===== src/rtl/uart_pkg.sv =====
// UART APB register block: shared address map, field indices and FSM type.
package uart_pkg;

    localparam logic [5:0] ADDR_DATA     = 6'h00;
    localparam logic [5:0] ADDR_STATUS   = 6'h04;
    localparam logic [5:0] ADDR_CTRL     = 6'h08;
    localparam logic [5:0] ADDR_BAUD     = 6'h0C;
    localparam logic [5:0] ADDR_IRQ_EN   = 6'h10;
    localparam logic [5:0] ADDR_IRQ_STAT = 6'h14;

    localparam int CTRL_TX_EN    = 0;
    localparam int CTRL_RX_EN    = 1;
    localparam int CTRL_PAR_EN   = 2;
    localparam int CTRL_PAR_ODD  = 3;

    localparam int ST_TX_FULL    = 0;
    localparam int ST_TX_EMPTY   = 1;
    localparam int ST_RX_EMPTY   = 2;
    localparam int ST_RX_FULL    = 3;
    localparam int ST_OVERRUN    = 4;

    localparam int IRQ_TX_EMPTY  = 0;
    localparam int IRQ_RX_AVAIL  = 1;
    localparam int IRQ_OVERRUN   = 2;

    localparam logic [15:0] BAUD_RESET = 16'd434;

    typedef enum logic [1:0] {
        S_IDLE,
        S_WAIT,
        S_RESP,
        S_HOLD
    } apb_state_e;

endpackage


===== src/rtl/uart_apb_regs_if.sv =====
// APB3 bus bundle between the APB master and the UART register block.
interface uart_apb_regs_if #(
    parameter int WIDTH  = 32,
    parameter int ADDR_W = 6
);
    logic [ADDR_W-1:0] paddr;
    logic              psel;
    logic              penable;
    logic              pwrite;
    logic [WIDTH-1:0]  pwdata;
    logic [WIDTH-1:0]  prdata;
    logic              pready;
    logic              pslverr;

    modport master (
        output paddr, psel, penable, pwrite, pwdata,
        input  prdata, pready, pslverr
    );

    modport slave (
        input  paddr, psel, penable, pwrite, pwdata,
        output prdata, pready, pslverr
    );
endinterface


===== src/rtl/uart_fifo.sv =====
// Byte FIFO with occupancy count; a pop frees room for a same-cycle push.
module uart_fifo #(
    parameter int WIDTH = 8,
    parameter int DEPTH = 8
) (
    input  logic                   clk,
    input  logic                   rst_n,
    input  logic                   push,
    input  logic                   pop,
    input  logic [WIDTH-1:0]       wdata,
    output logic [WIDTH-1:0]       data,
    output logic                   full,
    output logic                   empty,
    output logic [$clog2(DEPTH):0] count
);
    localparam int AW = $clog2(DEPTH);
    localparam logic [AW:0] FULL_CNT = DEPTH[AW:0];

    logic [WIDTH-1:0] mem [DEPTH];
    logic [AW-1:0]    wr_ptr;
    logic [AW-1:0]    rd_ptr;
    logic             do_push;
    logic             do_pop;

    assign do_pop  = pop && !empty;
    assign do_push = push && (!full || do_pop);
    assign full    = (count == FULL_CNT);
    assign empty   = (count == '0);
    assign data    = mem[rd_ptr];

    always_ff @(posedge clk) begin
        if (!rst_n) begin
            wr_ptr <= '0;
            rd_ptr <= '0;
            count  <= '0;
        end else begin
            if (do_push) wr_ptr <= wr_ptr + AW'(1);
            if (do_pop)  rd_ptr <= rd_ptr + AW'(1);
            case ({do_push, do_pop})
                2'b10:   count <= count + (AW+1)'(1);
                2'b01:   count <= count - (AW+1)'(1);
                default: count <= count;
            endcase
        end
    end

    always_ff @(posedge clk) begin
        if (do_push) mem[wr_ptr] <= wdata;
    end
endmodule


===== src/rtl/uart_apb_regs.sv =====
// UART APB3 register block: CTRL/BAUD/IRQ registers plus TX and RX byte FIFOs.
module uart_apb_regs
    import uart_pkg::*;
#(
    parameter int WIDTH      = 32,
    parameter int ADDR_W     = 6,
    parameter int FIFO_DEPTH = 8
) (
    input  logic           clk,
    input  logic           rst_n,
    uart_apb_regs_if.slave apb,
    output logic [7:0]     tx_data,
    output logic           tx_valid,
    input  logic           tx_ready,
    input  logic [7:0]     rx_data,
    input  logic           rx_valid,
    output logic           ctrl_parity_en,
    output logic           ctrl_parity_odd,
    output logic [15:0]    baud_div,
    output logic           irq
);
    localparam int CW = $clog2(FIFO_DEPTH) + 1;

    apb_state_e       state;
    apb_state_e       state_nxt;
    logic [3:0]       ctrl;
    logic [15:0]      baud;
    logic [2:0]       irq_en;
    logic             overrun;
    logic             tx_full, tx_empty, rx_full, rx_empty;
    logic             tx_push, tx_pop, rx_push, rx_pop, rx_ovf;
    logic [7:0]       rx_head;
    logic [CW-1:0]    tx_count, rx_count;
    logic             unused_counts;
    logic             addr_ok, commit, err, wr_ok, rd_ok;
    logic             is_data, is_status, is_ctrl;
    logic             is_baud, is_irq_en, is_irq_stat;
    logic [WIDTH-1:0] rdata;
    logic [4:0]       status;
    logic [2:0]       irq_stat;

    assign tx_valid        = ctrl[CTRL_TX_EN] && !tx_empty;
    assign tx_pop          = tx_valid && tx_ready;
    assign rx_push         = rx_valid && ctrl[CTRL_RX_EN];
    assign rx_ovf          = rx_push && rx_full && !rx_pop;
    assign status          = {overrun, rx_full, rx_empty, tx_empty, tx_full};
    assign irq_stat        = {overrun, !rx_empty, tx_empty};
    assign ctrl_parity_en  = ctrl[CTRL_PAR_EN];
    assign ctrl_parity_odd = ctrl[CTRL_PAR_ODD];
    assign baud_div        = baud;
    assign unused_counts   = ^{tx_count, rx_count};
    assign tx_push         = wr_ok && is_data;
    assign rx_pop          = rd_ok && is_data;

    always_ff @(posedge clk) begin
        if (!rst_n) state <= S_IDLE;
        else        state <= state_nxt;
    end

    // HOLD absorbs a master that keeps the access phase up after pready.
    always_comb begin
        state_nxt = state;
        unique case (state)
            S_IDLE:  if (apb.psel && apb.penable) state_nxt = S_WAIT;
            S_WAIT:  state_nxt = S_RESP;
            S_RESP:  state_nxt = S_HOLD;
            S_HOLD:  if (!apb.psel || !apb.penable) state_nxt = S_IDLE;
            default: state_nxt = S_IDLE;
        endcase
    end

    always_comb begin
        addr_ok     = (apb.paddr[1:0] == 2'b00) &&
                      (apb.paddr <= ADDR_W'(ADDR_IRQ_STAT));
        is_data     = addr_ok && (apb.paddr == ADDR_W'(ADDR_DATA));
        is_status   = addr_ok && (apb.paddr == ADDR_W'(ADDR_STATUS));
        is_ctrl     = addr_ok && (apb.paddr == ADDR_W'(ADDR_CTRL));
        is_baud     = addr_ok && (apb.paddr == ADDR_W'(ADDR_BAUD));
        is_irq_en   = addr_ok && (apb.paddr == ADDR_W'(ADDR_IRQ_EN));
        is_irq_stat = addr_ok && (apb.paddr == ADDR_W'(ADDR_IRQ_STAT));
    end

    always_comb begin
        rdata  = '0;
        err    = 1'b0;
        commit = (state == S_WAIT);
        unique case (1'b1)
            is_data: begin
                if (apb.pwrite) begin
                    err = tx_full;
                end else begin
                    err        = rx_empty;
                    rdata[7:0] = rx_empty ? 8'h00 : rx_head;
                end
            end
            is_status: begin
                err        = apb.pwrite;
                rdata[4:0] = status;
            end
            is_ctrl:     rdata[3:0]  = ctrl;
            is_baud:     rdata[15:0] = baud;
            is_irq_en:   rdata[2:0]  = irq_en;
            is_irq_stat: rdata[2:0]  = irq_stat;
            default:     err = 1'b1;
        endcase
        wr_ok = commit && apb.pwrite && !err;
        rd_ok = commit && !apb.pwrite && !err;
    end

    always_ff @(posedge clk) begin
        if (!rst_n) begin
            ctrl        <= '0;
            baud        <= BAUD_RESET;
            irq_en      <= '0;
            overrun     <= 1'b0;
            irq         <= 1'b0;
            apb.prdata  <= '0;
            apb.pready  <= 1'b0;
            apb.pslverr <= 1'b0;
        end else begin
            if (wr_ok && is_ctrl)   ctrl   <= apb.pwdata[3:0];
            if (wr_ok && is_baud)   baud   <= apb.pwdata[15:0];
            if (wr_ok && is_irq_en) irq_en <= apb.pwdata[2:0];
            if (rx_ovf)
                overrun <= 1'b1;
            else if (wr_ok && is_irq_stat && apb.pwdata[IRQ_OVERRUN])
                overrun <= 1'b0;
            irq         <= |(irq_stat & irq_en);
            apb.pready  <= commit;
            apb.pslverr <= commit && err;
            apb.prdata  <= rd_ok ? rdata : '0;
        end
    end

    uart_fifo #(.WIDTH(8), .DEPTH(FIFO_DEPTH)) u_tx_fifo (
        .clk   (clk),
        .rst_n (rst_n),
        .push  (tx_push),
        .pop   (tx_pop),
        .wdata (apb.pwdata[7:0]),
        .data  (tx_data),
        .full  (tx_full),
        .empty (tx_empty),
        .count (tx_count)
    );

    uart_fifo #(.WIDTH(8), .DEPTH(FIFO_DEPTH)) u_rx_fifo (
        .clk   (clk),
        .rst_n (rst_n),
        .push  (rx_push),
        .pop   (rx_pop),
        .wdata (rx_data),
        .data  (rx_head),
        .full  (rx_full),
        .empty (rx_empty),
        .count (rx_count)
    );
endmodule


===== src/flat_wrapper.sv =====
// flat-port wrapper written by rule: the top's interface ports become plain ports
module uart_apb_regs_flat import uart_pkg::*;
#(
    parameter int WIDTH      = 32,
    parameter int ADDR_W     = 6,
    parameter int FIFO_DEPTH = 8
)
  (clk, rst_n, tx_data, tx_valid, tx_ready, rx_data, rx_valid, ctrl_parity_en, ctrl_parity_odd, baud_div, irq, apb_paddr, apb_psel, apb_penable, apb_pwrite, apb_pwdata, apb_prdata, apb_pready, apb_pslverr);
  uart_apb_regs_if #(.WIDTH(WIDTH), .ADDR_W(ADDR_W)) apb_i ();
  input  logic clk;
  input  logic rst_n;
  output logic [7:0] tx_data;
  output logic tx_valid;
  input  logic tx_ready;
  input  logic [7:0] rx_data;
  input  logic rx_valid;
  output logic ctrl_parity_en;
  output logic ctrl_parity_odd;
  output logic [15:0] baud_div;
  output logic irq;
  input wire logic [$bits(apb_i.paddr)-1:0] apb_paddr;
  input wire logic [$bits(apb_i.psel)-1:0] apb_psel;
  input wire logic [$bits(apb_i.penable)-1:0] apb_penable;
  input wire logic [$bits(apb_i.pwrite)-1:0] apb_pwrite;
  input wire logic [$bits(apb_i.pwdata)-1:0] apb_pwdata;
  output wire logic [$bits(apb_i.prdata)-1:0] apb_prdata;
  output wire logic [$bits(apb_i.pready)-1:0] apb_pready;
  output wire logic [$bits(apb_i.pslverr)-1:0] apb_pslverr;
  assign apb_i.paddr = apb_paddr;
  assign apb_i.psel = apb_psel;
  assign apb_i.penable = apb_penable;
  assign apb_i.pwrite = apb_pwrite;
  assign apb_i.pwdata = apb_pwdata;
  assign apb_prdata = apb_i.prdata;
  assign apb_pready = apb_i.pready;
  assign apb_pslverr = apb_i.pslverr;
  uart_apb_regs #(.WIDTH(WIDTH), .ADDR_W(ADDR_W), .FIFO_DEPTH(FIFO_DEPTH)) u_core (.clk(clk), .rst_n(rst_n), .apb(apb_i), .tx_data(tx_data), .tx_valid(tx_valid), .tx_ready(tx_ready), .rx_data(rx_data), .rx_valid(rx_valid), .ctrl_parity_en(ctrl_parity_en), .ctrl_parity_odd(ctrl_parity_odd), .baud_div(baud_div), .irq(irq));
endmodule

===== config.mk =====
export PLATFORM = sky130hd
export DESIGN_NAME = uart_apb_regs_flat
export DESIGN_NICKNAME = d
export VERILOG_FILES = /design/src/rtl/uart_pkg.sv /design/src/rtl/uart_apb_regs_if.sv /design/src/rtl/uart_fifo.sv /design/src/rtl/uart_apb_regs.sv /design/src/flat_wrapper.sv
export SDC_FILE = /design/constraint.sdc
export NUM_CORES = 1
export LEC_CHECK = 0
export CORE_MARGIN = 5
export CORE_UTILIZATION = 25
export DETAILED_ROUTE_END_ITERATION = 16
export PLACE_DENSITY_LB_ADDON = 0.2
export SLEW_MARGIN = 20
export SYNTH_ARGS = -nofsm -noshare
export SYNTH_HDL_FRONTEND = slang
export SYNTH_SLANG_ARGS = --single-unit
export TNS_END_PERCENT = 5

===== constraint.sdc =====
create_clock -name clk -period 3.8 [get_ports clk]
set_input_delay 0.76 -clock clk [delete_from_list [all_inputs] [get_ports clk]]
set_output_delay 0.76 -clock clk [all_outputs]
set_load 0.01 [all_outputs]

==> After elaboration in Yosys (flattened, before gate mapping) <==
Memory sizes are Yosys's and may differ from the RTL's. A register that Yosys moved wholly into a read port is not among the register bits.
Cells that the tools add are included.
{ "word_totals": {"ff_bits": 81, "ramBits": 128, "inputBits": 53, "output_inout_bits": 62, "wordCells": 122, "n_memories": 2} }
{ "op_classes": {"n_addsub": 8, "magnitude_cmp": 1, "eq_ne": 16, "n_mux": 23, "bitwise": 1, "n_reduce_logical": 54} }
{ "memory_table": {"columns": ["memory", "depth", "width", "read_ports", "rd_clocked_by_memory_dff", "wr", "line", "source"], "rows": [
  ["u_core.u_rx_fifo.mem", 8, 8, 1, 1, 1, "uart_fifo.sv:19", "logic [WIDTH-1:0] mem [DEPTH];"],
  ["u_core.u_tx_fifo.mem", 8, 8, 1, 1, 1, "uart_fifo.sv:19", null]
]} }
{ "ops": {"columns": ["cell", "count"], "rows": [
  ["logical AND 1 bit", 29],
  ["case mux 3 bit (6 select lines)", 1],
  ["2-to-1 mux 8 bit", 2],
  ["case mux 4 bit (2 select lines)", 2],
  ["adder 3 x 1 -> 3 bit, second input constant", 4],
  ["== test 6 x 4 -> 1 bit, second input constant", 2],
  ["== test 6 x 5 -> 1 bit, second input constant", 2],
  ["2-to-1 mux 3 bit", 4],
  ["zero test 1 bit", 9],
  ["adder 4 x 1 -> 4 bit, second input constant", 2],
  ["== test 2 bit, second input constant", 4],
  ["== test 4 bit, second input constant", 2],
  ["zero test 4 bit", 2],
  ["case mux 2 bit (4 select lines)", 1],
  ["subtractor 4 x 1 -> 4 bit, second input constant", 2],
  ["2-to-1 mux 1 bit", 7],
  ["== test 2 x 1 -> 1 bit, second input constant", 3],
  ["== test 6 x 3 -> 1 bit, second input constant", 1],
  ["<= comparator 6 x 5 -> 1 bit, second input constant", 1],
  ["zero test 6 bit", 1],
  ["case mux 1 bit (3 select lines)", 2],
  ["case mux 3 bit (2 select lines)", 1],
  ["nonzero test 2 bit", 3],
  ["zero test 2 bit", 2],
  ["9 further kinds", 14]
]} }

==> Depth between registers and ports, before layout <==
Gate-level depths: netlist of run 1.
{ "depth": {"ltp_word": 13, "mapped_depth": 12, "mapped_depth_nobuf": 12} }

==> By module <==
A second synthesis of run 1 with hierarchy kept.
{ "unflattened": {"hier_cells": 589, "hier_area_um2": 8578.2} }
{ "by_module_without_submodules": {"columns": ["module", "instances", "cells_each", "area_each_um2", "seq_area_each_um2"], "rows": [
  ["uart_fifo", 2, 181, 3206.8, 2182.1],
  ["uart_apb_regs", 1, 227, 2164.6, 900.9]
]} }

==> Worst setup path after synthesis of run 1 <==
Ideal clock, no wire load.
{ "synth_path": {"path_type": "input to register", "start": "input port apb_paddr[4]", "end": "memory u_core.u_rx_fifo.mem[2][0] (enable)", "setup_time_ps": 398, "arrival_time_ps": 3045, "required_time_ps": 3402, "setup_slack_ps": 357, "path_stages": 6, "path_buffers": 2, "path_cell_list": "buf_6 > or4_4 > buf_6 > o31ai_1 > nand2_1 > nor4b_1"} }
{ "synth_between": {"elab_chain_len": 13, "word_cells_on_any_way": 24, "cone_classes": "1 x order compare; 5 x eq/ne; 3 x mux; 15 x reduce/logical"} }
{ "synth_lines": {"columns": ["element", "line", "source"], "rows": [
  ["start: declaration", "flat_wrapper.sv:21", "input wire logic [$bits(apb_i.paddr)-1:0] apb_paddr;"],
  ["<= comparator 6 x 5 -> 1 bit", "uart_apb_regs.sv:74", "(apb.paddr <= ADDR_W'(ADDR_IRQ_STAT));"],
  ["logical AND 1 bit", "uart_apb_regs.sv:73", "addr_ok = (apb.paddr[1:0] == 2'b00) &&"],
  ["logical AND 1 bit (on tied branches)", null, null],
  ["OR reduction 4 bit (no source line)", null, null],
  ["case mux 1 bit (3 select lines)", "uart_apb_regs.sv:87", "unique case (1'b1)"],
  ["zero test 1 bit", "uart_apb_regs.sv:107", "rd_ok = commit && !apb.pwrite && !err;"],
  ["logical AND 1 bit", "uart_apb_regs.sv:107", null],
  ["logical AND 1 bit *", "uart_apb_regs.sv:53", "assign rx_pop = rd_ok && is_data;"],
  ["logical AND 1 bit *", "uart_fifo.sv:25", "assign do_pop = pop && !empty;"],
  ["logical OR 1 bit *", "uart_fifo.sv:26", "assign do_push = push && (!full || do_pop);"],
  ["logical AND 1 bit *", "uart_fifo.sv:26", null],
  ["2-to-1 mux 1 bit *", "uart_fifo.sv:48", "if (do_push) mem[wr_ptr] <= wdata;"],
  ["2-to-1 mux 1 bit (not written as such) *", "uart_fifo.sv:48", null],
  ["end: declaration", "uart_fifo.sv:19", null]
]} }
Mark *: on every way between the ends. The rest lies on a longest branch, timed or not.

==> Final worst setup path of run 1 <==
{ "layout_path": {"start": "input port apb_paddr[5]", "end": "register u_core.u_rx_fifo.count[2]"} }
{ "layout_between": {"elab_chain_len": 13, "word_cells_on_any_way": 26, "cone_classes": "1 x order compare; 7 x eq/ne; 2 x mux; 16 x reduce/logical"} }
{ "layout_lines": {"columns": ["element", "line", "source"], "rows": [
  ["<= comparator 6 x 5 -> 1 bit", "uart_apb_regs.sv:74", null],
  ["logical AND 1 bit", "uart_apb_regs.sv:73", null],
  ["logical AND 1 bit (on tied branches)", null, null],
  ["OR reduction 4 bit (no source line)", null, null],
  ["case mux 1 bit (3 select lines)", "uart_apb_regs.sv:87", null],
  ["zero test 1 bit", "uart_apb_regs.sv:107", null],
  ["logical AND 1 bit", "uart_apb_regs.sv:107", null],
  ["logical AND 1 bit *", "uart_apb_regs.sv:53", null],
  ["logical AND 1 bit *", "uart_fifo.sv:25", null],
  ["logical OR 1 bit", "uart_fifo.sv:26", null],
  ["logical AND 1 bit", "uart_fifo.sv:26", null],
  ["== test 2 x 1 -> 1 bit / == test 2 bit (equally long branches)", "uart_fifo.sv:39", "case ({do_push, do_pop})"],
  ["case mux 4 bit (2 select lines) / nonzero test 2 bit (equally long branches)", null, null],
  ["end signal: assignment", "uart_fifo.sv:40", "2'b10: count <= count + (AW+1)'(1);"],
  ["end signal: assignment", "uart_fifo.sv:41", "2'b01: count <= count - (AW+1)'(1);"],
  ["end signal: assignment", "uart_fifo.sv:42", "default: count <= count;"],
  ["end: declaration", "uart_fifo.sv:14", "output logic [$clog2(DEPTH):0] count"]
]} }
Marked as above.
A chain may end at the register's enable or synchronous reset.

==> Flow_metrics.wiki, run 1 <==
{| class="wikitable"
! Metric !! Value
|-
| Run status || completed
|-
| Setup TNS || 0 ns
|-
| Largest cells by area after synthesis || edfxtp_1, dfxtp_1, mux4_2, mux2_2, ha_1
|-
| Slew HR || 40.6%
|-
| Total of cells resized after clock tree synthesis || 0
|-
| Final setup viols || 0
|-
| Via count of the first global-routing pass || just over 5k
|-
| Sequence of cells on the critical path || clkdlybuf4s50_1 > or4_4 > o31ai_1 > nand2_1 > ha_1 > xor2_1 > ha_1 > a21oi_1 > xor2_1 > or3_1 > a21oi_1
|-
| Biggest area consumer among synthesized cells || edfxtp_1
|-
| First-iteration detailed-routing DRC count || ~260
|-
| Power per Cell Area || 423 nW/um^2
|-
| # diodes || 0
|-
| Maximum frequency from static timing analysis || just over 300 MHz
|-
| DIE AREA || 36300 um^2
|-
| Synth warnings || 0
|-
| Asr flop ratio synth || 0%
|-
| Global routing met2 resource utilization || between 10% and 20%
|-
| Most frequent cell after synthesis || edfxtp_1
|-
| Worst Hold Class || reg -> reg
|-
| Number of placed I/O pins || roughly 120
|-
| Final Net Count || 748
|-
| Wire length of the first global-routing pass || 30100 um
|-
| Busiest metal layer after global routing || met2
|-
| PnR Total Power || 4.32 mW
|-
| # H-tree levels || 4
|-
| Avg Cell Area, Syn || 14.3 um^2
|-
| Category of the critical setup timing path || in -> reg
|-
| Post-layout instance area || just over 10000 um^2
|-
| Leftover overflow at the end of global routing || 0
|-
| Layout Area Growth over Synthesis || 25.2%
|-
| Number of buffers created by CTS || 17
|-
| Total of flip-flops plus latches after synthesis || 199
|-
| CP Max Fanout || 4
|-
| Leakage power figure || 3.42 nW
|-
| Number of antenna violations at the first check in global routing || 0
|-
| Filler Cells Inserted || 3261
|-
| Worst min-delay path startpoint || u_core.baud_div[12]
|-
| Type of origin of the critical path || input pin
|-
| Row cnt || 66
|-
| Critical path origin || apb_paddr[5]
|-
| Setup repair bufs after CTS || 0
|-
| Peak supply drop || 0.306 mV
|-
| Met3 Use GR || 2.33%
|-
| Biggest cell delay along the critical path || a little over 0.6 ns
|-
| CTS tree || yes
|-
| Endpoint type of the worst setup path || register
|-
| Most frequently used flop master after synthesis || edfxtp_1
|-
| Maximum number of pins on one net before global-route repair || 23
|-
| Clock Root Buffer || clkbuf_16
|-
| Crit Reg-Reg Startpoint || u_core.u_rx_fifo.count[0]
|-
| Hold buffers post-CTS || 0
|-
| Met1 Use GR || between 10 and 15%
|-
| Synth cell types || 56
|-
| Area of combinational cells with multiple inputs || 2670 um^2
|-
| Cell with the biggest individual delay on the critical path || or4_4
|-
| Unrepaired setup endpoints after global routing || no
|-
| Initial core utilization || 25.2%
|-
| Die extent in x || 191 um
|-
| Register area || 5270 um^2
|-
| ANT nets after route || 0
|-
| Core Footprint || 32400 um^2
|-
| Placed Area || 9610 um^2
|-
| Total Routing Usage GR || ~11%
|-
| Number of synthesized flops with an enable pin || approximately 130
|-
| Iteration count of the initial detailed-routing pass || 6
|-
| Detailed-route wire length || 19600 um
|-
| Worst path arrival time || 3.66 ns
|-
| Final HPWL from detailed placement || 14000 um
|-
| Number of I/O port buffers || 82
|-
| Seq/Total Area, Yosys || 64.6%
|-
| Insertion delay of the later-clocked pin in the worst-skew pair || 0.43 ns
|-
| Count of pins over their slew limit || 0
|-
| Final routed wire length divided by cell count || ~17 um
|-
| Count of maximum capacitance violations || 0
|-
| Chip Height || 191 um
|-
| Pin slew with the least headroom to its limit || 0.890 ns
|-
| Share of the synthesized area in the top cell type || 47.1%
|-
| Synthesized instance count || 571
|-
| Total standard cell area after synthesis || 8160 um^2
|-
| Most numerous cell types in the synthesized netlist || edfxtp_1, dfxtp_1, nand2_1, nor2_1, mux4_2
|-
| Data required time of the worst path || 4.16 ns
|-
| Fraction of the cycle the final worst path needs || 86.8%
|-
| Sinks on Clock Net || 199
|-
| Placer congestion estimate || 0.795
|-
| Share of layout cells above drive strength 1 || 18.4%
|-
| Detailed-route via count || just under 5k
|-
| Minimum period implied by the final worst setup slack || around 3.3 ns
|-
| Final clock skew || 0.0148 ns
|-
| Final routed DRC violation total || 0
|-
| Hold Violations, Final || 0
|-
| Via-per-instance ratio || 4.33
|-
| Maximum buffer depth of the clock tree || 2
|-
| Clock slew at reported path FFs || roughly 0.08 ns
|}
==> cell families (layout without fill, tap and decap cells) <==
group / after synthesis / in the layout / share of synthesized area [%]
DFF: 199 / 199 / 64.6
and+or+nand+nor: 168 / 168 / 10.6
muxes: 68 / 68 / 13.6
buffers and inverters: 55 / 161 / 3.51
AOI/OAI and AO/OA: 54 / 54 / 4.11
adders and majority gates: 16 / 16 / 2.55
xor gates and xnor gates: 10 / 10 / 1.07
other: 1 / 16 / 0.0460
==> layout make-up <==
type | count | area share, %
Sequential cell | 199 | 51.6
Multi-Input combinational cell | 332 | 26.1
Timing Repair Buffer | 116 | 10.5
Tap cell | 442 | 5.42
Clock buffer | 17 | 4.17
Clock inverter | 15 | 1.69
Inverter | 13 | 0.478
==> path summary, 6_finish.rpt <==
path	endpoint	slack (ns)	cells after the start
worst min-delay path	u_core.baud_div[12]	0.48	2
worst min register to register	u_core.baud_div[12]	0.48	2
worst max-delay path	u_core.u_rx_fifo.count[2]	0.50	11
worst max register to register	u_core.u_rx_fifo.count[2]	0.93	10
==> power by group <==
part	internal [mW]	switching, mW
Combinational	0.0924	0.121
Sequential	2.31	0.0137
Clock	0.890	0.894
Total	3.29	1.03
==> worst max-delay path: cells and delay by family <==
family                   cells  cell delay (ns)
AND/OR/NAND/NOR              3             1.05
AO/OA/AOI/OAI                3             0.66
adder cells (fa/ha/maj)      2             0.46
buffers and inverters        1             0.46
XOR/XNOR                     2             0.26
==> flip-flops by register name, summed over array words and instances, names as in the netlist, named ones only <==
signal                   cells
u_core.apb.pslverr           1
u_core.apb.pready            1
u_core.apb.prdata           16
u_core.u_rx_fifo.mem        64
u_core.irq                   1
u_core.baud_div             16
u_core.state                 2
u_core.overrun               1
u_core.u_rx_fifo.count       4
u_core.u_rx_fifo.wr_ptr      3
u_core.irq_en                3
u_core.u_tx_fifo.rd_ptr      3
u_core.u_tx_fifo.count       4
u_core.u_rx_fifo.rd_ptr      3
u_core.u_tx_fifo.wr_ptr      3
u_core.u_tx_fifo.mem        64
u_core.ctrl                  4
==> per-stage QoR <==
stage | utilization [%] | setup WS, ns | cells | hold WS (ns)
global route | 31.5 | 0.379 | 1134 | 0.501
CTS | 31.5 | 0.498 | 1134 | 0.475
finish | 31.5 | 0.503 | 1134 | 0.476
global placement | 29.7 | 0.168 | 1102 | 0.461
floorplan | - | 0.357 | 586 | 0.459
detailed placement | 29.7 | 0.0583 | 1102 | 0.464
==> cells in the final DEF (no fill, tap or decap), drive strengths merged, types with 3 or more instances in the layout <==
| cell | instances |
|---|---|
| mux4 | 32 |
| edfxtp | 128 |
| mux2i | 16 |
| inv | 19 |
| ha | 15 |
| conb | 16 |
| nand4 | 5 |
| clkinv | 9 |
| nand3 | 11 |
| xor2 | 9 |
| nand2b | 7 |
| mux2 | 20 |
| or3 | 5 |
| dfxtp | 71 |
| nor3 | 8 |
| clkdlybuf4s50 | 82 |
| a21oi | 25 |
| o21ai | 6 |
| nor2 | 42 |
| or4 | 4 |
| clkbuf | 17 |
| nand2 | 48 |
| nor4 | 7 |
| nor4b | 5 |
| buf | 34 |
| a32oi | 3 |
| a22oi | 5 |
| and3 | 4 |
| and2 | 14 |
==> routing by layer <==
metal	vias up	share of wire [%]
met5	-	0
met4	0	1.4
met3	18	3.2
met2	97	52
met1	2479	43
li1	2317	-
No activity file was read; power rests on OpenSTA's default activity.
==> run 2, diff against run 1 <==
Settings changed: REMOVE_ABC_BUFFERS from default to 1.
==> run 2 against run 1 <==
Compared with the run above: register-to-register slack better by 0.04 ns; global-route usage barely moved; total power down 2.2%; sequential power about the same; highest routed layer is now met5; core utilization is 0.19 points lower; largest power group unchanged; fmax increased by 0.16%; combinational power is 5% higher; hold slack got worse by 0.00050 ns; critical path depth did not move.
==> Flow_metrics.wiki, run 2 (synthesis results as in run 1) <==
{| class="wikitable"
! Metric !! Value
|-
| Run status || completed
|-
| Wire length of the first global-routing pass || 30000 um
|-
| Placer congestion estimate || 0.845
|-
| # H-tree levels || 4
|-
| Setup repair bufs after CTS || 0
|-
| Leftover overflow at the end of global routing || 0
|-
| Minimum period implied by the final worst setup slack || 3.29 ns
|-
| Layout Area Growth over Synthesis || 24.4%
|-
| Top library cells by usage in the layout, fill and taps aside || edfxtp_1, clkdlybuf4s50_1, dfxtp_1
|-
| Row cnt || 66
|-
| Data required time of the worst path || 4.16 ns
|-
| # diodes || 0
|-
| Via count of the first global-routing pass || between 5k and 6k
|-
| Via-per-instance ratio || between 4 and 5
|-
| Flop-to-flop setup slack || 0.97 ns
|-
| Switching share of power || 22.6%
|-
| Post-layout instance area || 10100 um^2
|-
| Maximum frequency from static timing analysis || 304 MHz
|-
| Worst min-delay path startpoint || u_core.baud_div[13]
|-
| Detailed-route via count || around 4.9k
|-
| Number of I/O port buffers || 82
|-
| Endpoint type of the worst setup path || register
|-
| Slew HR || between 40% and 50%
|-
| Cell with the biggest individual delay on the critical path || or4_4
|-
| Core Footprint || 32400 um^2
|-
| Power per Cell Area || 417 nW/um^2
|-
| Placed Area || 9610 um^2
|-
| Length in cells of the worst reg-to-reg path || 10
|-
| Worst Hold Path Cells || 2
|-
| Number of antenna violations at the first check in global routing || 1
|-
| Category of the critical setup timing path || in -> reg
|-
| ANT nets after route || 0
|-
| Maximum number of pins on one net before global-route repair || 29
|-
| First-iteration detailed-routing DRC count || 239
|-
| Sequence of cells on the critical path || clkdlybuf4s50_1 > or4_4 > o31ai_1 > nand2_1 > ha_1 > xor2_1 > ha_1 > a21oi_1 > xor2_1 > or3_1 > a21oi_1
|-
| Hold buffers post-CTS || 0
|-
| Registers with the most flip-flops || u_core.u_rx_fifo.mem x64, u_core.u_tx_fifo.mem x64
|-
| CTS tree || yes
|-
| Share of layout cells above drive strength 1 || 18.2%
|-
| Worst Hold Class || reg -> reg
|-
| CP Max Fanout || 4
|-
| Final Net Count || between 700 and 800
|-
| Part of the total power dissipated in the clock network || 39.6%
|-
| Type of origin of the critical path || input pin
|-
| Final clock skew || between 0.01 and 0.015 ns
|-
| Endpoint with the worst hold slack || u_core.baud_div[13]
|-
| Count of pins over their slew limit || 0
|-
| Setup TNS || 0 ns
|-
| Final routed wire length divided by cell count || between 15 and 20 um
|-
| Relative contribution of combinational cells to total power || 5.3%
|-
| Clock Root Buffer || clkbuf_16
|-
| Leakage power figure || 3.40 nW
|-
| Hold Violations, Final || 0
|-
| Number of standard cells in the final layout excluding fillers || 1135
|-
| Reg2Reg Capture Point || u_core.u_rx_fifo.count[2]
|-
| Worst path arrival time || 3.65 ns
|-
| Final routed DRC violation total || 0
|-
| Placed cells || 1103
|-
| Final worst slack || 0.508 ns
|-
| Total Routing Usage GR || 10.9%
|-
| Biggest cell delay along the critical path || 0.60 ns
|-
| Switching pwr || 0.953 mW
|-
| Reg power frac || a little under three fifths
|-
| Worst slack, placed || 0.0740 ns
|-
| Sinks on Clock Net || 199
|-
| Fraction of the cycle the final worst path needs || 86.6%
|-
| Internal power component || 3.27 mW
|-
| Number of placed I/O pins || ~120
|-
| Filler Cells Inserted || 3223
|-
| Pin slew with the least headroom to its limit || 0.882 ns
|-
| Final setup viols || 0
|-
| Iteration count of the initial detailed-routing pass || 4
|-
| Initial core utilization || roughly a quarter
|-
| DIE AREA || 36300 um^2
|-
| Insertion delay of the later-clocked pin in the worst-skew pair || 0.43 ns
|-
| Peak supply drop || slightly below 0.3 mV
|-
| Final HPWL from detailed placement || 13900 um
|-
| Detailed-route wire length || 19500 um
|-
| Maximum buffer depth of the clock tree || 2
|-
| Total of cells resized after clock tree synthesis || 0
|-
| Clock slew at reported path FFs || 0.07 ns
|-
| Chip Height || 191 um
|-
| Die extent in x || ~190 um
|-
| Count of maximum capacitance violations || 0
|-
| Most common cell after layout, fill and taps aside || edfxtp_1
|-
| Unrepaired setup endpoints after global routing || no
|-
| Crit Reg-Reg Startpoint || u_core.u_rx_fifo.count[0]
|-
| Number of buffers created by CTS || 17
|}
-- run 2: power groups by stage --
stage / Sequential, mW / Clock, mW / Combinational (mW)
after detailed placement: 2.37 / 0 / 0.227
after global routing: 2.33 / 1.83 / 0.246
after global placement: 2.37 / 0 / 0.210
after CTS: 2.33 / 1.73 / 0.228
after floorplan: 2.38 / 0 / 0.0955
final: 2.33 / 1.67 / 0.224
-- run 2: worst max-delay path by stage --
stage | startpoint | end | slack (ns) | depth (start not counted)
2_1_floorplan | apb_paddr[5] | u_core.u_rx_fifo.mem[2][0] | 0.50 | 4
3_3_place_gp | apb_paddr[4] | u_core.u_tx_fifo.count[3] | 0.10 | 10
3_5_place_dp | apb_paddr[5] | u_core.u_rx_fifo.count[2] | 0.07 | 11
4_1_cts | apb_paddr[5] | u_core.u_rx_fifo.count[2] | 0.52 | 11
5_1_grt | apb_paddr[5] | u_core.u_rx_fifo.count[2] | 0.35 | 11
6_report | apb_paddr[5] | u_core.u_rx_fifo.count[2] | 0.51 | 11
-- run 2: metrics by stage --
step / power (mW) / hold WS (ns) / util [%]
CTS: 4.29 / 0.478 / 31.3
global route: 4.40 / 0.493 / 31.3
finish: 4.23 / 0.475 / 31.3
global placement: 2.58 / 0.460 / 29.7
floorplan: 2.47 / 0.459 / -
detailed placement: 2.60 / 0.465 / 29.7
-- run 2: worst max-delay path, delay by kind of cell --
kind,cells,cell delay [ns]
compound gates,3,0.66
fa+ha+maj,2,0.45
buf+inv,1,0.49
simple gates,3,1.04
xor+xnor,2,0.26
-- run 2: per-layer routing --
metal	part of all wire (%)	global-route usage [%]
met1	44	13.5
met2	51	18.9
met3	3.5	2.76
met4	1.3	2.87
met5	0.10	0
-- run 2: layout make-up --
class	count	area [um^2]	share of cell area, %
multi-input cells	332	2660	26.2
inverters	13	48.8	0.481
repair buffers	117	1080	10.7
clock inverters	13	91.3	0.900
well taps	442	553	5.45
clock buffers	19	443	4.37
flip-flops and latches	199	5270	51.9
